File: config.mk
export PLATFORM = sky130hd
export DESIGN_NAME = exc_commit_ctrl
export DESIGN_NICKNAME = d
export VERILOG_FILES = /design/src/rtl/exc_commit_ctrl_pkg.sv /design/src/rtl/exc_prio_sel.sv /design/src/rtl/exc_commit_ctrl.sv
export SDC_FILE = /design/constraint.sdc
export NUM_CORES = 1
export LEC_CHECK = 0
export BUFFER_PORTS_ARGS = -buffer_cell sky130_fd_sc_hd__buf_2
export CORE_AREA = 3 3 83 85
export CTS_CLUSTER_DIAMETER = 150
export CTS_CLUSTER_SIZE = 25
export DETAILED_ROUTE_END_ITERATION = 7
export DIE_AREA = 0 0 86 88
export HOLD_SLACK_MARGIN = 0.12
export PLACE_DENSITY = 0.76
export SLEW_MARGIN = 10
export SYNTH_ARGS = -nofsm -noshare
export SYNTH_HDL_FRONTEND = slang
export SYNTH_HIERARCHICAL = 1
export SYNTH_SLANG_ARGS = --single-unit
File: constraint.sdc
create_clock -name clk -period 2.45 [get_ports clk]
set_input_delay 0.49 -clock clk [delete_from_list [all_inputs] [get_ports clk]]
set_output_delay 0.49 -clock clk [all_outputs]
set_load 0.05 [all_outputs]
File: src/rtl/exc_commit_ctrl_pkg.sv
// Shared definitions for the commit-point exception sequencer and the decode-stage priority selector.
package exc_commit_ctrl_pkg;

    localparam int EXC_W = 7;

    // Flag bit positions, order {int,adel,ades,sys,bp,ri,ov}; a higher index means a higher priority.
    localparam int EXC_OV   = 0;
    localparam int EXC_RI   = 1;
    localparam int EXC_BP   = 2;
    localparam int EXC_SYS  = 3;
    localparam int EXC_ADES = 4;
    localparam int EXC_ADEL = 5;
    localparam int EXC_INT  = 6;

    localparam logic [4:0] EXCCODE_INT  = 5'd0;
    localparam logic [4:0] EXCCODE_ADEL = 5'd4;
    localparam logic [4:0] EXCCODE_ADES = 5'd5;
    localparam logic [4:0] EXCCODE_SYS  = 5'd8;
    localparam logic [4:0] EXCCODE_BP   = 5'd9;
    localparam logic [4:0] EXCCODE_RI   = 5'd10;
    localparam logic [4:0] EXCCODE_OV   = 5'd12;

    localparam logic [31:0] EXC_VECTOR_DEF = 32'hBFC0_0380;

    typedef enum logic [1:0] {
        ST_IDLE     = 2'd0,
        ST_FLUSH    = 2'd1,
        ST_REDIRECT = 2'd2
    } exc_state_t;

endpackage

File: src/rtl/exc_prio_sel.sv
// Fixed-priority one-hot selector: the highest set request bit wins.
module exc_prio_sel
    import exc_commit_ctrl_pkg::*;
#(
    parameter int W = EXC_W
) (
    input  logic [W-1:0] i_req,
    output logic [W-1:0] o_grant
);

    always_comb begin
        o_grant = '0;
        for (int i = 0; i < W; i++) begin
            if (i_req[i]) begin
                o_grant    = '0;
                o_grant[i] = 1'b1;
            end
        end
    end

endmodule

File: src/rtl/exc_commit_ctrl.sv
// Commit-point exception/interrupt sequencer: selects the committing event, pulses CP0,
// flushes the pipeline and holds a redirect to the vector or EPC until fetch accepts it.
module exc_commit_ctrl
    import exc_commit_ctrl_pkg::*;
#(
    parameter logic [31:0] EXC_VECTOR = EXC_VECTOR_DEF,
    parameter int          EXC_W      = exc_commit_ctrl_pkg::EXC_W
) (
    input  logic             clk,
    input  logic             rst,
    input  logic             wb_valid,
    input  logic [EXC_W-1:0] wb_exc,
    input  logic [31:0]      wb_pc,
    input  logic             wb_is_slot,
    input  logic             wb_eret,
    input  logic             wb_mtc0,
    input  logic [31:0]      wb_badvaddr,
    input  logic             int_happen,
    input  logic [31:0]      epc,
    output logic [EXC_W-1:0] cp0_exc_type,
    output logic [31:0]      cp0_pc,
    output logic             cp0_is_slot,
    output logic             cp0_eret,
    output logic             cp0_wen,
    output logic [31:0]      cp0_bad_vaddr,
    output logic             flush,
    output logic             commit_stall,
    output logic             redirect_valid,
    output logic [31:0]      redirect_pc,
    input  logic             redirect_ready
);

    // state    | meaning
    // IDLE     | accepting commits
    // FLUSH    | squash IF..WB for one cycle
    // REDIRECT | hold redirect_pc until fetch accepts it
    exc_state_t r_state;
    logic       r_flush;
    logic       r_stall;
    logic       r_redirect_valid;
    logic [31:0] r_redirect_pc;

    logic             w_accept;
    logic [EXC_W-1:0] w_raw;
    logic [EXC_W-1:0] w_sel;
    logic             w_exc_any;

    // The int flag from WB is meaningless; the live interrupt comes from CP0.
    always_comb begin
        w_raw          = wb_exc;
        w_raw[EXC_INT] = int_happen;
    end

    exc_prio_sel #(.W(EXC_W)) u_prio_sel (
        .i_req   (w_raw),
        .o_grant (w_sel)
    );

    assign w_accept  = wb_valid && (r_state == ST_IDLE) && !rst;
    assign w_exc_any = |w_sel;

    assign cp0_exc_type  = w_accept ? w_sel : '0;
    assign cp0_eret      = w_accept && wb_eret && !w_exc_any;
    assign cp0_wen       = w_accept && wb_mtc0 && !w_exc_any;
    assign cp0_pc        = wb_pc;
    assign cp0_is_slot   = wb_is_slot;
    assign cp0_bad_vaddr = wb_badvaddr;

    always_ff @(posedge clk) begin
        if (rst) begin
            r_state          <= ST_IDLE;
            r_flush          <= 1'b0;
            r_stall          <= 1'b0;
            r_redirect_valid <= 1'b0;
            r_redirect_pc    <= '0;
        end else begin
            case (r_state)
                ST_IDLE: begin
                    if (w_accept && (w_exc_any || wb_eret)) begin
                        r_state       <= ST_FLUSH;
                        r_flush       <= 1'b1;
                        r_stall       <= 1'b1;
                        r_redirect_pc <= w_exc_any ? EXC_VECTOR : epc;
                    end
                end
                ST_FLUSH: begin
                    r_state          <= ST_REDIRECT;
                    r_flush          <= 1'b0;
                    r_redirect_valid <= 1'b1;
                end
                ST_REDIRECT: begin
                    if (redirect_ready) begin
                        r_state          <= ST_IDLE;
                        r_stall          <= 1'b0;
                        r_redirect_valid <= 1'b0;
                    end
                end
                default: begin
                    r_state          <= ST_IDLE;
                    r_flush          <= 1'b0;
                    r_stall          <= 1'b0;
                    r_redirect_valid <= 1'b0;
                end
            endcase
        end
    end

    assign flush          = r_flush;
    assign commit_stall   = r_stall;
    assign redirect_valid = r_redirect_valid;
    assign redirect_pc    = r_redirect_pc;

endmodule

==> flow_summary.yaml, run 1 <==
layout:
  multiInputGateArea_um2: 623.1
  fin_nets: 361
  area_growth_pct: 11.86
  ff_latch_area_um2: 740.7
  fin_util: 0.3666
  drive_gt1_frac: 0.4701
  fillerInstances: 635
  antenna_cells: 0
power:
  fin_total_pwr_mw: 1.345
  pwr-share-clk: 0.299
  p_sw_frac: 0.3004
  switchingPower_mw: 0.4041
  power_density_nw_per_um2: 584.7
  power.leakage_nw: 1.129
  comb_power_share: 0.219
  cellInternalPower_mw: 0.9413
  ir_drop_uv: 290.1
  seqPwrFrac: 0.482
clocking:
  cts-hold-fix-buffers: 0
  clkSlewWorstSetupHoldPaths_ps: 70
  numCtsBuffers: 5
  clk_latency_ps: 280
  clockBufferDepth: 2
  htreeDepth: 2
  cts_sinks: 37
  root_buffer: "clkbuf_8"
  cts_tree: "yes"
critical_path:
  cp.arrival_ps: 2030
  path_class: "in2out"
  required_ps: 1960
  crit_path_max_fanout: 3
  start_kind: "primary input"
  worstSetupEndpointType: "primary output"
global_route:
  antenna_found_initial: 0
  grt_overflow: 0
  grt_pass1_vias: 1489
  grt_max_degree: 25
  grt.total_usage: 0.1196
  grt_pass1_wl_um: 7169
routing:
  drtPass1Iterations: 4
  via_count: 1518
  drc: 0
  drt_iter0_drc: 35
  wl_per_cell_um: 13.74
  viasPerCell: 4.628
  finalWirelength_um: 4508
  ant_nets: 0
sta:
  fin_hold_ws_ps: 434.7
  setup_slack_ps: -67.79
  fmax_ghz: 0.3972
  final_max_slew_viol_count: 0
  rsz0062_at_grt: "true"
  tightest_slew_ps: 389.0
  fin_tns_setup_ps: -134.8
  setup_viol: 2
  finalCritPeriodShare: 1.028
  period_minus_slack_ps: 2518
  skew_ps: 4.865
  slew_headroom: 0.7401
  hold_viol_final: 0
logic_synthesis:
  syn-cell-area_um2: 2057
  syn_inst: 220
  ys_seq_elements: 37
  synth_fp_nets: 331
  yosysWarnings: 6
  ys_seq_area_frac: 0.3601
  yosysUniqueCellTypes: 27
  syn_avg_cell_area_um2: 9.350
place:
  post-place-ws_ps: -166.1
  dp_hpwl_um: 3398
  gp_congestion: 0.7641
  portBuffers: 88
run_status:
  status: "complete, but fails checks"
  violations: "setup timing"
die:
  io_pins: 220
  dieArea_um2: 7568
  die_x_um: 86
  core_area_um2: 6277
  num_rows: 29
  start_util: 0.3277
  fp.dieH_um: 88
flow_run:
  maxCapViolCount: 0
hold_path:
  hold_path.class: "in2reg"
cell usage in the layout (no fill, tap or decap), types with 2 or more instances in the layout:
cell type / n
o32ai_1: 20
clkbuf_1: 3
buf_12: 3
buf_4: 9
buf_8: 2
clkbuf_8: 5
and3_4: 2
nor4b_4: 2
dfxtp_1: 37
o221a_1: 10
o221a_2: 2
and2_1: 7
a21o_1: 2
buf_2: 83
inv_1: 42
nor2_1: 5
o21a_1: 2
buf_6: 2
metrics by stage:
| stage | std cells | instance area (um2) |
|---|---|---|
| after floorplan | 220 | 2073 |
| after global placement | 319 | 2162 |
| after detailed placement | 319 | 2162 |
| after CTS | 327 | 2282 |
| after global routing | 328 | 2301 |
| final | 328 | 2301 |
cell usage after synthesis, drive strengths merged:
master,n,share of area
nor3,1,0.0024
nor4,2,0.016
a21boi,1,0.0091
o32ai,20,0.085
nand4,1,0.010
mux2i,1,0.0049
clkbuf,2,0.0037
dfxtp,37,0.36
nor4b,3,0.023
o221a,12,0.066
a21o,2,0.0073
and2,8,0.024
o21a,2,0.0073
nor2b,1,0.0030
buf,75,0.27
nor3b,2,0.0073
or4,1,0.0055
inv,42,0.077
and3,2,0.0061
nor2,5,0.0091
per-layer routing:
layer  global-route usage  part of all wire  up-vias
met1               0.1210              0.38      674
met3              0.04610             0.094       36
met4              0.07914             0.037        0
met2               0.2053              0.49       77
met5                    0                 0        -
li1                     -                 -      731
state kept, by name (all words and copies together), names as in the netlist:
name	cells
redirect_pc	32
r_state	2
commit_stall	1
flush	1
redirect_valid	1
final cells by class:
| cell class | count | share of cell area |
|---|---|---|
| inverters | 42 | 0.06852 |
| clock buffers | 8 | 0.03480 |
| flip-flops and latches | 37 | 0.3219 |
| well taps | 77 | 0.04187 |
| repair buffers | 100 | 0.2621 |
| multi-input cells | 64 | 0.2708 |
worst max-delay path: stages:
cell     delay, ps
buf_6           90
or4_4          570
nor4b_4        350
nor4_4          70
and2_4         170
and3_4         150
buf_8          140
power by group through the flow:
| stage | clock, mW | sequential (mW) | combinational (mW) |
|---|---|---|---|
| after global placement | 0 | 0.661 | 0.285 |
| after detailed placement | 0 | 0.662 | 0.288 |
| after CTS | 0.422 | 0.648 | 0.293 |
| after global routing | 0.449 | 0.652 | 0.315 |
| final | 0.403 | 0.648 | 0.295 |
| after floorplan | 0 | 0.759 | 0.380 |
cells by family (layout without fill, tap and decap cells):
kind of cell,after synthesis,count (layout),share of synthesized area
buf+inv,119,150,0.3528
compound gates,37,37,0.1746
flops,37,37,0.3601
simple gates,26,26,0.1077
mux,1,1,0.004866
final timing paths:
check | start | endpoint | slack (ps) | depth (start not counted)
max | wb_exc[5] | cp0_wen | -70 | 7
min | epc[19] | redirect_pc[19] | 430 | 3
max reg2reg | r_state[0] | redirect_pc[17] | 880 | 5
min reg2reg | flush | flush | 450 | 1
timing repair:
| item | 4_1_cts | 5_1_grt |
|---|---|---|
| gates cloned | 0 | 0 |
| gates resized for setup | 10 | 3 |
| setup endpoints to repair | 2 | 2 |
| hold endpoints to repair | 0 | 0 |
| pin swaps | 6 | 3 |
| setup buffers | 0 | 1 |
Note: power is estimated with default switching activity, not from simulation.
==> run 2, diff against run 1 <==
- GPL_ROUTABILITY_DRIVEN: unset -> 0
- GPL_TIMING_DRIVEN: unset -> 0
==> run 2 against run 1 <==
  * The run still ends with setup timing left
  * Hold slack worse by 8.4 ps
  * First-iteration DRC count up 20%
  * Sequential cell count unchanged
  * Final cell count up 40%
  * Maximum frequency down 1.2%
  * Critical path type unchanged
  * Largest cell class is now non-clock buffers
==> flow_summary.yaml, run 2 (synthesis gave the netlist of run 1 again) <==
run_status:
  status: "complete, but fails checks"
  violations: "setup timing"
layout:
  ff_latch_area_um2: 740.7
  area_growth_pct: 50.61
  final_common_cell: "buf_2"
  final_cell_mix: "buf_2 (151), buf_4 (69), inv_1 (42)"
  antenna_cells: 0
  stdcell_count: 459
  drive_gt1_frac: 0.6518
  fin_nets: 492
  largest_register_ff_count: 32
  fillerInstances: 606
  multiInputGateArea_um2: 623.1
clocking:
  cts_tree: "yes"
  clk_latency_ps: 280
  root_buffer: "clkbuf_8"
  numCtsBuffers: 5
  cts_sinks: 37
  clkSlewWorstSetupHoldPaths_ps: 70
  cts-hold-fix-buffers: 0
  htreeDepth: 2
  clockBufferDepth: 2
sta:
  hold_viol_final: 0
  fmax_ghz: 0.3926
  rsz0062_at_grt: "true"
  setup_viol: 2
  slew_headroom: 0.6183
  period_minus_slack_ps: 2547
  finalCritPeriodShare: 1.040
  setup_slack_ps: -97.29
  final_max_slew_viol_count: 0
  skew_ps: 4.804
  tightest_slew_ps: 564.5
hold_path:
  min_from: "epc[18]"
  hold_path.class: "in2reg"
global_route:
  grt_pass1_vias: 1812
  grt_pass1_wl_um: 8197
  antenna_found_initial: 0
  grt_max_degree: 12
  grt.total_usage: 0.1387
  grt_overflow: 0
routing:
  drtPass1Iterations: 4
  via_count: 2004
  wl_per_cell_um: 12.35
  ant_nets: 0
  drt_iter0_drc: 42
  finalWirelength_um: 5669
  drc: 0
  viasPerCell: 4.366
critical_path:
  r2r_setup_slack_ps: 880
  cp.arrival_ps: 2060
  start_kind: "primary input"
  worstSetupEndpointType: "primary output"
  path_class: "in2out"
  slowest_stage: "or4_4"
  crit_path_max_fanout: 3
  r2r-start: "r_state[0]"
  max_stage_delay_ps: 570
  required_ps: 1960
  setup.worst_path.start: "wb_exc[3]"
  crit_chain: "buf_6 -> or4_4 -> nor4b_4 -> nor4_4 -> and2_4 -> and3_4 -> buf_8"
die:
  fp.dieH_um: 88
  die_x_um: 86
  dieArea_um2: 7568
  core_area_um2: 6277
  io_pins: 220
  start_util: 0.3277
  num_rows: 29
power:
  power.leakage_nw: 1.691
  ir_drop_uv: 331.6
  power_density_nw_per_um2: 560.5
place:
  post-place-ws_ps: -264.8
  portBuffers: 152
  dp_hpwl_um: 4684
  dp.cells: 449
flow_run:
  maxCapViolCount: 0
==> run 2: layout make-up <==
cell class | count | area share
multi-input cells | 64 | 0.2011
well taps | 77 | 0.03110
flip-flops and latches | 37 | 0.2391
repair buffers | 154 | 0.2609
clock inverters | 1 | 0.001616
clock buffers | 7 | 0.03110
plain buffers | 77 | 0.1842
inverters | 42 | 0.05089
==> run 2: through the flow <==
step	setup TNS (ps)	util	power, mW	hold WS, ps	cell area, um2
4_1_cts	-167.7	0.4919	1.756	416.4	3088
2_1_floorplan	0	-	1.139	548.7	2073
6_report	-165.7	0.4935	1.736	426.3	3098
5_1_grt	-250.8	0.4935	1.815	424.7	3098
3_5_place_dp	-889.4	0.4668	1.277	438.3	2930
3_3_place_gp	-481.8	0.4668	1.271	432.0	2930
==> run 2: where the power goes <==
group / switching (mW) / internal (mW) / total [mW] / leakage [nW]
Sequential: 0.0168 / 0.631 / 0.648 / 0.302
Combinational: 0.417 / 0.202 / 0.619 / 1.34
Clock: 0.214 / 0.254 / 0.469 / 0.0542
Total: 0.649 / 1.09 / 1.74 / 1.69
==> run 2: path summary, 6_finish.rpt <==
kind         cells past startpoint         endpoint
max                              7         cp0_eret
min                              3  redirect_pc[18]
max reg2reg                      4  redirect_pc[13]
min reg2reg                      1            flush
==> run 2: critical path: cells and delay by family <==
| family | cells | cell delay (ps) |
|---|---|---|
| buf+inv | 2 | 230 |
| simple gates | 5 | 1320 |
==> run 2: metal layers <==
metal | GRT usage | vias to the layer above | wire length [um]
met5 | 0 | - | 0
met3 | 0.03951 | 10 | 658
li1 | - | 988 | -
met2 | 0.2523 | 126 | 2948
met1 | 0.1506 | 880 | 1974
met4 | 0.05755 | 0 | 89
==> run 2: repair_timing <==
item	CTS	global route
gates resized for setup	13	1
setup endpoints to repair	2	2
setup buffers	1	1
endpoints found under the hold margin	0	0
pin swaps	5	0
